**config.mk**
```make
export PLATFORM = sky130hd
export DESIGN_NAME = watch_time_keeper
export DESIGN_NICKNAME = d
export VERILOG_FILES = /design/src/rtl/watch_pkg.sv /design/src/rtl/bin2bcd_2digit.sv /design/src/rtl/watch_time_keeper.sv
export SDC_FILE = /design/constraint.sdc
export NUM_CORES = 1
export LEC_CHECK = 0
export CAP_MARGIN = 15
export CORE_MARGIN = 2
export CORE_UTILIZATION = 28
export CTS_CLUSTER_SIZE = 16
export DETAILED_ROUTE_END_ITERATION = 10
export HOLD_SLACK_MARGIN = 0.1
export PLACE_DENSITY = 0.52
export SYNTH_ARGS = -nofsm -noshare
export SYNTH_HDL_FRONTEND = slang
export SYNTH_HIERARCHICAL = 1
export SYNTH_SLANG_ARGS = --single-unit
```
**constraint.sdc**
```tcl
create_clock -name clk -period 18.7 [get_ports clk]
set_input_delay 1.87 -clock clk [delete_from_list [all_inputs] [get_ports clk]]
set_output_delay 1.87 -clock clk [all_outputs]
set_load 0.01 [all_outputs]
```
**src/rtl/watch_pkg.sv**
```systemverilog
// Shared types and limits for the watch timekeeping core.
package watch_pkg;

    typedef enum logic {
        MODE_NORMAL  = 1'b0,
        MODE_SETTING = 1'b1
    } mode_e;

    typedef enum logic [2:0] {
        POSITION_NONE   = 3'b000,
        POSITION_SECOND = 3'b001,
        POSITION_MINUTE = 3'b010,
        POSITION_HOUR   = 3'b100
    } position_e;

    localparam int HOUR_W = 5;
    localparam int MIN_W  = 6;
    localparam int SEC_W  = 6;
    localparam int BCD_W  = 8;

    localparam logic [5:0] SEC_MAX = 6'd59;
    localparam logic [5:0] MIN_MAX = 6'd59;

    // Out-of-range values (only reachable by forcing) fall back to zero.
    function automatic logic [5:0] wrap_inc(input logic [5:0] value, input logic [5:0] max);
        return (value >= max) ? 6'd0 : value + 6'd1;
    endfunction

endpackage

```
**src/rtl/bin2bcd_2digit.sv**
```systemverilog
// Combinational 6-bit binary (0..63) to two-digit {tens,units} BCD converter.
module bin2bcd_2digit (
    input  logic [5:0] bin,
    output logic [7:0] bcd
);

    logic [5:0] rest;
    logic [2:0] tens;

    // NOTE: blocking assignments here, because each loop pass must see the previous pass's result.
    always_comb begin
        rest = bin;
        tens = 3'd0;
        for (int k = 0; k < 6; k++) begin
            if (rest >= 6'd10) begin
                rest = rest - 6'd10;
                tens = tens + 3'd1;
            end
        end
        bcd = {1'b0, tens, rest[3:0]};
    end

endmodule

```
**src/rtl/watch_time_keeper.sv**
```systemverilog
// HH:MM:SS timekeeper with setting mode, binary + BCD outputs and display blank flags.
// Define WATCH_BLINK_EN to make the selected field blink at 2 Hz through blank_out.
module watch_time_keeper
    import watch_pkg::*;
#(
    parameter int HOUR_MAX    = 23,
    parameter int SYNC_STAGES = 2
) (
    input  logic              clk,
    input  logic              reset,
    input  logic              clk1hz_in,
    input  logic              clk2hz_in,
    input  logic              mode_in,
    input  logic [2:0]        set_pos_in,
    input  logic              sw_inc,
    output logic [HOUR_W-1:0] hour_out,
    output logic [MIN_W-1:0]  min_out,
    output logic [SEC_W-1:0]  sec_out,
    output logic [BCD_W-1:0]  hour_bcd,
    output logic [BCD_W-1:0]  min_bcd,
    output logic [BCD_W-1:0]  sec_bcd,
    output logic [2:0]        blank_out
);

    localparam int NUM_IN   = 3;
    localparam int IN_TICK  = 0;
    localparam int IN_BLINK = 1;
    localparam int IN_INC   = 2;

    localparam logic [5:0] HOUR_LIMIT = 6'(HOUR_MAX);

    logic [NUM_IN-1:0] async_in;
    logic [NUM_IN-1:0] sync_lvl;
    logic [NUM_IN-1:0] rise;

    assign async_in = {sw_inc, clk2hz_in, clk1hz_in};

    // prev_q resets to 0, so a level already high at reset release still yields one pulse.
    for (genvar i = 0; i < NUM_IN; i++) begin : g_sync
        logic [SYNC_STAGES-1:0] stages;
        logic                   prev_q;
        logic                   pulse_q;

        // NOTE: non-blocking assignments for all flops so the shift chain moves one stage per clock.
        always_ff @(posedge clk) begin
            if (!reset) begin
                stages  <= '0;
                prev_q  <= 1'b0;
                pulse_q <= 1'b0;
            end else begin
                stages  <= {stages[SYNC_STAGES-2:0], async_in[i]};
                prev_q  <= stages[SYNC_STAGES-1];
                pulse_q <= stages[SYNC_STAGES-1] & ~prev_q;
            end
        end

        assign sync_lvl[i] = stages[SYNC_STAGES-1];
        assign rise[i]     = pulse_q;
    end

    mode_e            mode;
    logic [5:0]       sec_inc;
    logic [5:0]       min_inc;
    logic [HOUR_W-1:0] hour_inc;

    assign mode     = mode_e'(mode_in);
    assign sec_inc  = wrap_inc(sec_out, SEC_MAX);
    assign min_inc  = wrap_inc(min_out, MIN_MAX);
    assign hour_inc = ({1'b0, hour_out} >= HOUR_LIMIT) ? '0 : hour_out + HOUR_W'(1);

    // The sampled mode picks exactly one pulse source; the other is dropped that cycle.
    always_ff @(posedge clk) begin
        if (!reset) begin
            hour_out <= '0;
            min_out  <= '0;
            sec_out  <= '0;
        end else if (mode == MODE_NORMAL) begin
            if (rise[IN_TICK]) begin
                sec_out <= sec_inc;
                if (sec_out >= SEC_MAX) begin
                    min_out <= min_inc;
                    if (min_out >= MIN_MAX) begin
                        hour_out <= hour_inc;
                    end
                end
            end
        end else if (rise[IN_INC]) begin
            case (set_pos_in)
                POSITION_HOUR:   hour_out <= hour_inc;
                POSITION_MINUTE: min_out  <= min_inc;
                POSITION_SECOND: sec_out  <= sec_inc;
                default:         ;
            endcase
        end
    end

    bin2bcd_2digit u_hour_bcd (.bin({1'b0, hour_out}), .bcd(hour_bcd));
    bin2bcd_2digit u_min_bcd  (.bin(min_out),          .bcd(min_bcd));
    bin2bcd_2digit u_sec_bcd  (.bin(sec_out),          .bcd(sec_bcd));

`ifdef WATCH_BLINK_EN
    always_ff @(posedge clk) begin
        if (!reset) begin
            blank_out <= 3'b000;
        end else begin
            blank_out <= set_pos_in & {3{mode_in & sync_lvl[IN_BLINK]}};
        end
    end

    logic unused_sync;
    assign unused_sync = ^{sync_lvl[IN_TICK], sync_lvl[IN_INC], rise[IN_BLINK]};
`else
    assign blank_out = 3'b000;

    logic unused_sync;
    assign unused_sync = ^{sync_lvl, rise[IN_BLINK]};
`endif

endmodule

```
# [Word level (Yosys, flattened, before mapping)]
# Index checks and enable logic that the tools add are counted.
[word_totals] regBits=25 in_bits=9 out_inout_bits=44 wordCells=137
[classes] n_eq_ne=7 order_cmp=21 mux=54 n_bitwise=4 n_reduce_logical=6 addsub=36
[ops] cell="$mux W6" count=26
[ops] cell="$ge A6 B4 Y1 const B" count=17
[ops] cell="$sub A6 B4 Y6 const B" count=14
[ops] cell="$mux W3" count=15
[ops] cell="$add A3 B1 Y3 const B" count=12
[ops] cell="$mux W5" count=7
[ops] cell="$add A6 B1 Y6 const B" count=2
[ops] cell="$ge A6 B6 Y1 const B" count=2
[ops] cell="$mux W4" count=3
[ops] cell="$sub A4 B4 Y4 const B" count=3
[ops] cell="$ne A2 B1 Y1 const B" count=4
[ops] cell="$add A1 B1 Y2 const B" count=3
[ops] cell="$reduce_bool A2 Y1" count=3
[ops] cell="$sub A5 B4 Y6 const B" count=1
[ops] cell="$add A5 B1 Y5 const B" count=1
[ops] cell="$ge A5 B4 Y1 const B" count=1
[ops] cell="$ge A5 B5 Y1 const B" count=1
[ops] cell="$reduce_and A5 Y1" count=1
[ops] cell="$reduce_and A4 Y1" count=1
[ops] cell="$eq A3 B1 Y1 const B" count=1
[ops] cell="$eq A3 B2 Y1 const B" count=1
[ops] cell="$eq A3 B3 Y1 const B" count=1
[ops] cell="$mux W1" count=3
[ops] cell="$reduce_and A3 Y1" count=1
[ops] cell="2 further kinds" count=4

# [Logic depth before layout (Yosys ltp)]
# Gate-level depths: netlist of the first run.
[depth] word_depth=12 mapped_depth=30 depth_no_buf=29

# [By module]
# Netlist of the first run, hierarchy kept.
[by_module_without_submodules] mod="bin2bcd_2digit" cells_each=178 seq_area_each_um2=0.0 area_each_um2=1370.1 n_inst=3
[by_module_without_submodules] mod="watch_time_keeper" cells_each=135 seq_area_each_um2=500.5 area_each_um2=1207.4 n_inst=1

# [Worst setup path before layout of the first run]
# OpenSTA, ideal clock, no wires.
[synth_path] kind="register to output" from="register hour_out[2]" to="output hour_bcd[6]" setup_slack_ns=10.146 stages_incl_launch_ff=29 arrival_ns=6.684 path_buffers=1 required_time_ns=16.830 path_cell_list="dfxtp_1 -> inv_1 -> ha_1 -> nor2b_2 -> o211ai_1 -> nand2_1 -> ha_1 -> nand2b_1 -> nand2_1 -> a21oi_1 -> mux2i_1 -> ha_1 -> nor2b_1 -> or4b_4 -> nand3_4 -> nor3_4 -> xor2_1 -> inv_1 -> ha_1 -> nor2b_1 -> or4b_1 -> a31o_1 -> buf_6 -> mux2_4 -> ha_1 -> mux2_4 -> ha_1 -> a21boi_1 -> xnor3_1"
[synth_via] elab_chain_len=12 word_cells_on_any_way=27 classes_between="10 x add/sub; 6 x order compare; 11 x mux"
[synth_lines] element="from (decl)" line_no="watch_time_keeper.sv:16" source="output logic [HOUR_W-1:0] hour_out,"
[synth_lines] element="from (signal assigned)" line_no="watch_time_keeper.sv:83" source="hour_out <= hour_inc;"
[synth_lines] element="from (signal assigned)" line_no="watch_time_keeper.sv:89" source="POSITION_HOUR: hour_out <= hour_inc;"
[synth_lines] element="$sub A5 B4 Y6 or $ge A5 B4 Y1 (tied branches)" line_no="bin2bcd_2digit.sv:16, bin2bcd_2digit.sv:15"
[synth_lines] element="$mux W6 or $mux W1 (tied branches)" line_no="bin2bcd_2digit.sv:15" source="if (rest >= 6'd10) begin"
[synth_lines] element="$sub A6 B4 Y6, or another cell as far along" line_no="bin2bcd_2digit.sv:16" source="rest = rest - 6'd10;"
[synth_lines] element="$mux W6 or $mux W3 (tied branches)" line_no="bin2bcd_2digit.sv:15"
[synth_lines] element="$sub A6 B4 Y6, or another cell as far along" line_no="bin2bcd_2digit.sv:16"
[synth_lines] element="$mux W6 or $mux W3 (tied branches)" line_no="bin2bcd_2digit.sv:15"
[synth_lines] element="$sub A6 B4 Y6, or another cell as far along" line_no="bin2bcd_2digit.sv:16"
[synth_lines] element="$mux W6 or $mux W3 (tied branches)" line_no="bin2bcd_2digit.sv:15"
[synth_lines] element="$sub A6 B4 Y6, or another cell as far along" line_no="bin2bcd_2digit.sv:16"
[synth_lines] element="$mux W6 or $mux W3 (tied branches)" line_no="bin2bcd_2digit.sv:15"
[synth_lines] element="$ge A6 B4 Y1 or $add A3 B1 Y3 (tied branches)" line_no="bin2bcd_2digit.sv:15, bin2bcd_2digit.sv:17"
[synth_lines] element="$mux W3 (*)" line_no="bin2bcd_2digit.sv:15"
[synth_lines] element="to (decl)" line_no="watch_time_keeper.sv:19" source="output logic [BCD_W-1:0] hour_bcd,"
# Mark *: on every way between the ends. The rest lies on a longest branch, timed or not.

# [Worst setup path after layout of the first run]
[layout_path] from="register sec_out[2]" to="output sec_bcd[6]"
[layout_via] elab_chain_len=12 word_cells_on_any_way=27 classes_between="10 x add/sub; 6 x order compare; 11 x mux"
[layout_lines] element="from (decl)" line_no="watch_time_keeper.sv:18" source="output logic [SEC_W-1:0] sec_out,"
[layout_lines] element="from (signal assigned)" line_no="watch_time_keeper.sv:79" source="sec_out <= sec_inc;"
[layout_lines] element="from (signal assigned)" line_no="watch_time_keeper.sv:91" source="POSITION_SECOND: sec_out <= sec_inc;"
[layout_lines] element="$sub A6 B4 Y6 or $ge A6 B4 Y1 (tied branches)" line_no="bin2bcd_2digit.sv:16, bin2bcd_2digit.sv:15"
[layout_lines] element="$mux W6 or $mux W1 (tied branches)" line_no="bin2bcd_2digit.sv:15"
[layout_lines] element="$sub A6 B4 Y6, or another cell as far along" line_no="bin2bcd_2digit.sv:16"
[layout_lines] element="$mux W6 or $mux W3 (tied branches)" line_no="bin2bcd_2digit.sv:15"
[layout_lines] element="$sub A6 B4 Y6, or another cell as far along" line_no="bin2bcd_2digit.sv:16"
[layout_lines] element="$mux W6 or $mux W3 (tied branches)" line_no="bin2bcd_2digit.sv:15"
[layout_lines] element="$sub A6 B4 Y6, or another cell as far along" line_no="bin2bcd_2digit.sv:16"
[layout_lines] element="$mux W6 or $mux W3 (tied branches)" line_no="bin2bcd_2digit.sv:15"
[layout_lines] element="$sub A6 B4 Y6, or another cell as far along" line_no="bin2bcd_2digit.sv:16"
[layout_lines] element="$mux W6 or $mux W3 (tied branches)" line_no="bin2bcd_2digit.sv:15"
[layout_lines] element="$ge A6 B4 Y1 or $add A3 B1 Y3 (tied branches)" line_no="bin2bcd_2digit.sv:15, bin2bcd_2digit.sv:17"
[layout_lines] element="$mux W3 (*)" line_no="bin2bcd_2digit.sv:15"
[layout_lines] element="to (decl)" line_no="watch_time_keeper.sv:21" source="output logic [BCD_W-1:0] sec_bcd,"
# Marks and branches as above.

==> flow_summary.json, run 1 <==
{
  "status": "finished clean",
  "drive_gt1_share_pct": 11.8,
  "period_needed_ns": 10.16,
  "place_area_um2": 5840,
  "slowest_delay_ns": 0.64,
  "fmaxAchievable_mhz": 98.4,
  "swShare_pct": 30.9,
  "r2r_start": "min_out[1]$_SDFFE_PN0P_",
  "hold_viol": 0,
  "yosysMostFrequentCell": "nand2_1",
  "diodes": 0,
  "synth_compound_area_share_pct": 33.3,
  "synthMuxAreaShare_pct": 6.73,
  "yosysWarnings": 6,
  "wire_per_inst_um": 13.3,
  "synth_area_leader_cell": "dfxtp_1",
  "syn_inst": 669,
  "die_w_um": 142,
  "yosysSeqAreaShare_pct": 9.41,
  "seq_power_share_pct": 33.4,
  "hold_class": "reg2reg",
  "min-delay-start": "g_sync[0].prev_q$_SDFF_PN0_",
  "syn2layout_area_growth_pct": 11.3,
  "cp_common_cell": "ha_1",
  "arrival_ns": 8.29,
  "via_per_inst": 5.30,
  "finalMaxSlewViolations": 0,
  "die_height_um": 142,
  "htreeDepth": 1,
  "setup_viol_count_final": 0,
  "intPower_uw": 113,
  "synth-simple-area-share_pct": 27.8,
  "power_frac_comb_pct": 37.0,
  "synth-xor-area-share_pct": 6.38,
  "post-route-period-util_pct": 54.3,
  "cts_setup_buffers": 0,
  "antenna_found_initial": 0,
  "syn_area_um2": 5320,
  "fin_hold_ws_ns": 0.382,
  "rsz0062_at_grt": "no",
  "crit_path_start_kind": "flop",
  "crit_path_top_delay_cell": "dfxtp_1",
  "grt_max_degree": 21,
  "worst_pin_slew_ns": 1.02,
  "finClkSkew_ns": 0.00436,
  "dr.first_iter.drc_count": 159,
  "power_uw": 163,
  "place.gp.congestion": 0.774,
  "clk_path_buf_depth": 2,
  "critPathKind": "reg2out",
  "cts.sink_count": 25,
  "worstPathRequired_ns": 16.83,
  "synthAdderAreaFrac_pct": 8.47,
  "tritoncts": "done",
  "ys.flop_type": "dfxtp_1",
  "postRouteAntennaNets": 0,
  "drc_errors": 0,
  "ys_types": 85,
  "fin_tns_setup_ns": 0,
  "io_pins": 53,
  "num_vias": 4922,
  "relSlewSlack_pct": 30.1,
  "drt-total-wl_um": 12300,
  "root_buffer": "clkbuf_16",
  "cp_max_fo": 12,
  "dieArea_um2": 20100,
  "hpwl_um": 9550,
  "synth-edff-count": 0,
  "finalInstanceArea_um2": 5920,
  "portBuffers": 45,
  "cts_hold_buffers": 0,
  "initial_utilization_pct": 28.5,
  "clkPwrFrac_pct": 29.6,
  "coreArea_um2": 18600,
  "p_per_area_nw_per_um2": 27.5,
  "p_switching_uw": 50.3,
  "grt_use_total_pct": 12.3,
  "ys_ff_latch": 25,
  "clkSlewWorstSetupHoldPaths_ns": 0.06,
  "yosys-top-cells-count": "nand2_1 (65), inv_1 (43), a21oi_1 (39), nor2_1 (39), ha_1 (36)",
  "rows": 50,
  "maxCapViolations": 0,
  "grt_pass1_vias": 4565,
  "synthArstFlopShare_pct": 0,
  "cts_buffers": 3,
  "syn_area_per_cell_um2": 7.95,
  "synth_area_leaders": "dfxtp_1 (9.4%), ha_1 (8.5%), nand2_1 (4.6%)",
  "clock_latency_ns": 0.26,
  "endpoint_kind": "primary output",
  "cts_resized": 0,
  "peakVddDrop_mv": 0.0308,
  "power.leakage_uw": 0.00228,
  "yosys.area.top_type_share_pct": 9.41,
  "grt_first_pass_wirelength_um": 21400,
  "grt-ovfl-total": 0,
  "nets": 740,
  "drt_pass1_iterations": 4,
  "cp-startpoint": "sec_out[2]$_SDFFE_PN0P_",
  "synth_top_family_by_area": "compound AO/OA/AOI/OAI gates"
}
==> power by group through the flow <==
stage	clock, µW	sequential (µW)	combinational (µW)
2_1_floorplan	0	55.5	44.2
3_5_place_dp	0	55.6	60.3
6_report	48.3	54.4	60.2
3_3_place_gp	0	55.6	60.1
4_1_cts	49.8	54.4	60.8
5_1_grt	51.4	54.5	68.0
==> state kept, by name, indices dropped and copies added (netlist names) <==
register and count:
g_sync.stages 4, min_out 6, g_sync.pulse_q 2, sec_out 6, g_sync.prev_q 2, hour_out 5
==> cells in the final DEF (no fill, tap or decap), types with 21 or more instances in the layout <==
master           Yosys  final
nor2_1              39     39
nand2_1             65     65
xnor2_1             24     24
dfxtp_1             25     25
nand3_1             22     22
inv_1               43     43
ha_1                36     36
clkdlybuf4s50_1      0     45
a21oi_1             39     39
o21ai_0             21     21
==> per-layer routing <==
layer / GRT usage [%] / share of wire, % / up-vias / routed length (µm)
li1: - / - / 2557 / -
met1: 17.2 / 51 / 2307 / 6320
met2: 20.8 / 46 / 49 / 5670
met3: 0.574 / 1.5 / 9 / 186
met4: 3.00 / 1.4 / 0 / 170
met5: 0 / 0 / - / 0
==> logic make-up (layout without fill, tap and decap cells) <==
kind of cell	Yosys count	after routing
fa+ha+maj	36	36
simple gates	246	246
buf+inv	72	93
flops	25	25
xor+xnor	34	34
other cells	4	8
mux	32	32
compound gates	220	220
==> stage by stage <==
step	util (%)	std cells	setup WS, ns
2_1_floorplan	-	673	10.15
3_3_place_gp	31.3	924	8.86
3_5_place_dp	31.3	924	8.84
4_1_cts	31.7	928	8.49
5_1_grt	31.7	928	7.92
6_report	31.7	928	8.54
==> worst max-delay path, delay by kind of cell (launching register included) <==
| kind | cells | cell delay (ns) |
|---|---|---|
| AND/OR/NAND/NOR | 10 | 2.25 |
| XOR/XNOR | 4 | 1.47 |
| adder cells (fa/ha/maj) | 6 | 1.38 |
| AO/OA/AOI/OAI | 4 | 1.12 |
| buffers and inverters | 4 | 0.93 |
| flip-flops | 1 | 0.64 |
| multiplexers | 1 | 0.26 |
==> path summary, 6_finish.rpt <==
| check | end | slack, ns | depth (start not counted) |
|---|---|---|---|
| hold / removal | g_sync[0].pulse_q$_SDFF_PN0_ | 0.38 | 1 |
| setup / recovery | sec_bcd[6] | 8.54 | 29 |
| hold reg to reg | g_sync[0].pulse_q$_SDFF_PN0_ | 0.38 | 1 |
| setup reg to reg | hour_out[3]$_SDFFE_PN0P_ | 16.50 | 5 |
==> final cells by class <==
type	instances	area [µm²]
Sequential cell	25	500
Tap cell	234	293
Multi-Input combinational cell	576	4430
Timing Repair Buffer	45	450
Inverter	44	165
Clock buffer	4	78.8
Fill cell	2016	12700
No activity file was read; power rests on OpenSTA's default activity.
==> run 2: changes to the inputs <==
- clock period: 18.7 -> 9.4 ns (I/O delays scaled with it)
==> run 2 against run 1 <==
Against the previous run: clock power grew 100%; routed wire length grew 0.80%; flip-flop and latch count is the same; register-to-register slack lost 9.3 ns; count of clock-buffer cells in the layout shrank 1; combinational power grew 100%; hold slack gained 0.0017 ns; global-route usage is essentially flat; worst setup slack lost 7.7 ns; cell count grew 1.5%; highest routed layer unchanged.
==> flow_summary.json, run 2 (synthesis gave the netlist of run 1 again) <==
{
  "status": "finished clean",
  "hold_viol": 0,
  "grt_max_degree": 20,
  "via_per_inst": 5.23,
  "stdcell_count": 942,
  "period_needed_ns": 8.55,
  "swShare_pct": 31.3,
  "worstPathRequired_ns": 8.46,
  "drt_pass1_iterations": 7,
  "antenna_found_initial": 0,
  "drive_gt1_share_pct": 13.7,
  "io_pins": 53,
  "intPower_uw": 225,
  "seq_power_share_pct": 33.1,
  "grt_use_total_pct": 12.3,
  "hold_class": "reg2reg",
  "dp_cells": 938,
  "arrival_ns": 7.61,
  "crit_path_top_delay_cell": "or4b_1",
  "min-delay-start": "g_sync[0].prev_q$_SDFF_PN0_",
  "root_buffer": "clkbuf_16",
  "htreeDepth": 1,
  "clock_latency_ns": 0.27,
  "die_w_um": 142,
  "grt_pass1_vias": 4549,
  "post-route-period-util_pct": 91.0,
  "dr.first_iter.drc_count": 241,
  "post-route-util_pct": 32.3,
  "grt-ovfl-total": 0,
  "nets": 754,
  "initial_utilization_pct": 28.5,
  "drt-total-wl_um": 12400,
  "cp-startpoint": "hour_out[2]$_SDFFE_PN0P_",
  "cts_setup_buffers": 0,
  "coreArea_um2": 18600,
  "final_cell_mix": "nand2_1 (65), clkdlybuf4s50_1 (45), inv_1 (43), nor2_1 (39), a21oi_1 (39)",
  "power.leakage_uw": 0.00236,
  "cp_common_cell": "ha_1",
  "hpwl_um": 9730,
  "p_switching_uw": 102,
  "power_uw": 327,
  "dieArea_um2": 20100,
  "cts_buffers": 3,
  "postRouteAntennaNets": 0,
  "place.gp.congestion": 0.773,
  "syn2layout_area_growth_pct": 13.3,
  "finClkSkew_ns": 0.00486,
  "setup_viol_count_final": 0,
  "grt_first_pass_wirelength_um": 21400,
  "fin_tns_setup_ns": 0,
  "peakVddDrop_mv": 0.0625,
  "rsz0062_at_grt": "no",
  "wire_per_inst_um": 13.2,
  "num_vias": 4926,
  "power_frac_comb_pct": 37.0,
  "diodes": 0,
  "crit_path_start_kind": "flop",
  "top_regs": "min_out: 6 flops, sec_out: 6 flops, hour_out: 5 flops",
  "portBuffers": 45,
  "cts_resized": 0,
  "finalMaxSlewViolations": 0,
  "drc_errors": 0,
  "rows": 50,
  "cts_hold_buffers": 0,
  "cts.sink_count": 25,
  "finalInstanceArea_um2": 6020,
  "clkSlewWorstSetupHoldPaths_ns": 0.07,
  "critPathKind": "reg2out",
  "r2r_start": "min_out[0]$_SDFFE_PN0P_",
  "tritoncts": "done",
  "endpoint_kind": "primary output",
  "layout.cells.most_common": "nand2_1",
  "fmaxAchievable_mhz": 117,
  "maxCapViolations": 0,
  "die_height_um": 142,
  "worst_pin_slew_ns": 0.969,
  "cp_max_fo": 8,
  "place_area_um2": 5940,
  "p_per_area_nw_per_um2": 54.3,
  "slowest_delay_ns": 0.53,
  "clk_path_buf_depth": 2,
  "clkPwrFrac_pct": 30.0,
  "relSlewSlack_pct": 33.5
}
run 2: cell count changes in the layout (fill, tap and decap cells not counted), sizes merged:
| cell | previous run | this run |
|---|---|---|
| buf | 0 | 14 |
| clkbuf | 4 | 3 |
| clkinv | 1 | 2 |
run 2: power by group through the flow:
stage | logic [µW] | registers, µW | clock network [µW]
CTS | 122 | 108 | 102
global placement | 121 | 111 | 0
floorplan | 87.8 | 110 | 0
global route | 135 | 108 | 104
detailed placement | 121 | 111 | 0
finish | 121 | 108 | 97.9
run 2: area by class of cell:
cell class	instances	area, µm²
fill	1993	12600
multi-input combinational	576	4430
timing repair buffer	59	556
sequential	25	500
tap	234	293
inverter	44	165
clock buffer	3	75.1
clock inverter	1	5.00
run 2: per-layer routing:
layer  vias up  GRT usage [%]  part of all wire [%]  routed length [µm]
met5         -              0                     0                   0
met4         0           2.84                   1.0                 125
met3         6          0.675                   1.6                 203
met2        59           20.7                    45                5640
met1      2278           17.4                    52                6480
li1       2583              -                     -                   -
run 2: worst max-delay path, delay by kind of cell, from the launching register on:
family                     cells  cell delay (ns)
adders and majority gates      6             1.30
and+or+nand+nor                9             2.16
buffers and inverters          6             1.06
muxes                          1             0.26
AOI/OAI and AO/OA              5             1.16
xor gates and xnor gates       4             1.10
DFF                            1             0.31
run 2: path summary, 6_finish.rpt:
kind	to	slack, ns	depth (start not counted)
worst min register to register	g_sync[0].pulse_q$_SDFF_PN0_	0.38	1
worst max-delay path	hour_bcd[6]	0.85	31
worst min-delay path	g_sync[0].pulse_q$_SDFF_PN0_	0.38	1
worst max register to register	hour_out[3]$_SDFFE_PN0P_	7.24	5
run 2: per-stage QoR:
step	worst slack (ns)	hold slack, ns
floorplan	1.78	0.367
global placement	1.15	0.371
detailed placement	1.12	0.377
CTS	0.809	0.386
global route	0.286	0.392
finish	0.845	0.384
==> run 3: changes to the inputs <==
- RECOVER_POWER: unset -> 100
==> run 3 against run 2 <==
Against the previous run: non-clock buffer count stayed put; flip-flop and latch count stayed put; maximum frequency is 1.4% lower; total power is 0.77% lower.
==> flow_summary.json, run 3 (synthesis gave the netlist of run 1 again) <==
{
  "status": "finished clean",
  "num_vias": 4914,
  "dieArea_um2": 20100,
  "hold_viol": 0,
  "drc_errors": 0,
  "root_buffer": "clkbuf_16",
  "critPathTopFamily": "simple AND/OR/NAND/NOR gates",
  "drt-total-wl_um": 12400,
  "grt_first_pass_wirelength_um": 21400,
  "coreArea_um2": 18600,
  "min_path_cells": 1,
  "grt-ovfl-total": 0,
  "relSlewSlack_pct": 35.2,
  "worstPathRequired_ns": 8.46,
  "worst_pin_slew_ns": 0.945,
  "cts_hold_buffers": 0,
  "antenna_found_initial": 0,
  "die_w_um": 142,
  "cts_buffers": 3,
  "maxCapViolations": 0,
  "cp_max_fo": 13,
  "post-route-period-util_pct": 92.3,
  "layout.cells.most_common": "nand2_1",
  "diodes": 0,
  "setup_viol_count_final": 0,
  "grt_use_total_pct": 12.3,
  "path_buf_inv": 6,
  "power.leakage_uw": 0.00240,
  "fin_tns_setup_ns": 0,
  "finClkSkew_ns": 0.00395,
  "finalInstanceArea_um2": 5990,
  "cts.sink_count": 25,
  "hold_class": "reg2reg",
  "endpoint_kind": "primary output",
  "clk_path_buf_depth": 2,
  "drive_gt1_share_pct": 12.6,
  "critPathKind": "reg2out",
  "crit_path_top_delay_cell": "clkdlybuf4s50_1",
  "nets": 754,
  "slowest_delay_ns": 0.53,
  "clock_latency_ns": 0.27,
  "grt_pass1_vias": 4549,
  "drt_pass1_iterations": 4,
  "via_per_inst": 5.22,
  "cp-startpoint": "hour_out[2]$_SDFFE_PN0P_",
  "rrSetupSlack_ns": 7.11,
  "final_cell_mix": "nand2_1 (65), inv_1 (43), nor2_1 (39), a21oi_1 (39), ha_1 (36)",
  "postRouteAntennaNets": 0,
  "portBuffers": 45,
  "initial_utilization_pct": 28.5,
  "r2r_end": "min_out[0]$_SDFFE_PN0P_",
  "arrival_ns": 7.74,
  "top_regs": "min_out: 6 flops, sec_out: 6 flops, hour_out: 5 flops",
  "cp-endpoint": "hour_bcd[6]",
  "htreeDepth": 1,
  "grt_max_degree": 20,
  "cp_common_cell": "ha_1",
  "cts_setup_buffers": 0,
  "wire_per_inst_um": 13.2,
  "crit_path_start_kind": "flop",
  "die_height_um": 142,
  "fmaxAchievable_mhz": 115,
  "dr.first_iter.drc_count": 236,
  "io_pins": 53,
  "cts_resized": 0,
  "rows": 50,
  "clkSlewWorstSetupHoldPaths_ns": 0.07,
  "hpwl_um": 9730,
  "place_area_um2": 5940,
  "finalMaxSlewViolations": 0,
  "p_per_area_nw_per_um2": 54.2,
  "period_needed_ns": 8.68,
  "tritoncts": "done",
  "rsz0062_at_grt": "no",
  "worst-r2r-cell-count": 5,
  "place.gp.congestion": 0.773,
  "path_depth": 30,
  "r2r_start": "sec_out[4]$_SDFFE_PN0P_",
  "peakVddDrop_mv": 0.0590,
  "syn2layout_area_growth_pct": 12.6
}
[run 3: changes by cell type in the layout (fill, tap and decap cells not counted), moves of 2 or more]
cell and delta:
clkbuf_1 +4, and2_1 -4, or3_1 +2, and2_0 +4, clkdlybuf4s50_1 -19, dlygate4sd3_1 +19, or3_4 -2, o21ai_0 +2
buf_4 -4
[run 3: worst min path at each step]
stage | startpoint | to | slack, ns
6_report | g_sync[0].prev_q$_SDFF_PN0_ | g_sync[0].pulse_q$_SDFF_PN0_ | 0.38
4_1_cts | g_sync[0].prev_q$_SDFF_PN0_ | g_sync[0].pulse_q$_SDFF_PN0_ | 0.39
2_1_floorplan | g_sync[0].prev_q$_SDFF_PN0_ | g_sync[0].pulse_q$_SDFF_PN0_ | 0.37
5_1_grt | g_sync[2].prev_q$_SDFF_PN0_ | g_sync[2].pulse_q$_SDFF_PN0_ | 0.39
3_3_place_gp | g_sync[2].prev_q$_SDFF_PN0_ | g_sync[2].pulse_q$_SDFF_PN0_ | 0.37
3_5_place_dp | g_sync[0].prev_q$_SDFF_PN0_ | g_sync[0].pulse_q$_SDFF_PN0_ | 0.38
[run 3: power by group]
group / internal, µW / switching [µW]
clock network: 57.5 / 40.0
logic: 58.2 / 60.4
registers: 107 / 0.849
[run 3: layout make-up]
cell class | instances | area, µm²
sequential | 25 | 500
clock buffer | 3 | 75.1
tap | 234 | 293
inverter | 44 | 165
fill | 2004 | 12700
clock inverter | 1 | 5.00
timing repair buffer | 59 | 541
multi-input combinational | 576 | 4410
[run 3: per-stage QoR]
stage	total power, µW	utilization [%]	hold WS, ns	setup slack (ns)	cells
6_report	324	32.1	0.383	0.721	942
5_1_grt	345	32.1	0.392	0.151	942
4_1_cts	332	32.3	0.386	0.809	942
3_5_place_dp	232	31.9	0.377	1.12	938
3_3_place_gp	231	31.9	0.371	1.15	938
2_1_floorplan	198	-	0.367	1.78	673
[run 3: metal layers]
layer  wire [µm]  global-route usage (%)  vias up  part of all wire (%)
met5           0                       0        -                     0
met4         123                    2.84        0                  0.99
met3         217                   0.675        6                   1.7
met2        5650                    20.7       54                    45
met1        6440                    17.4     2269                    52
li1            -                       -     2585                     -
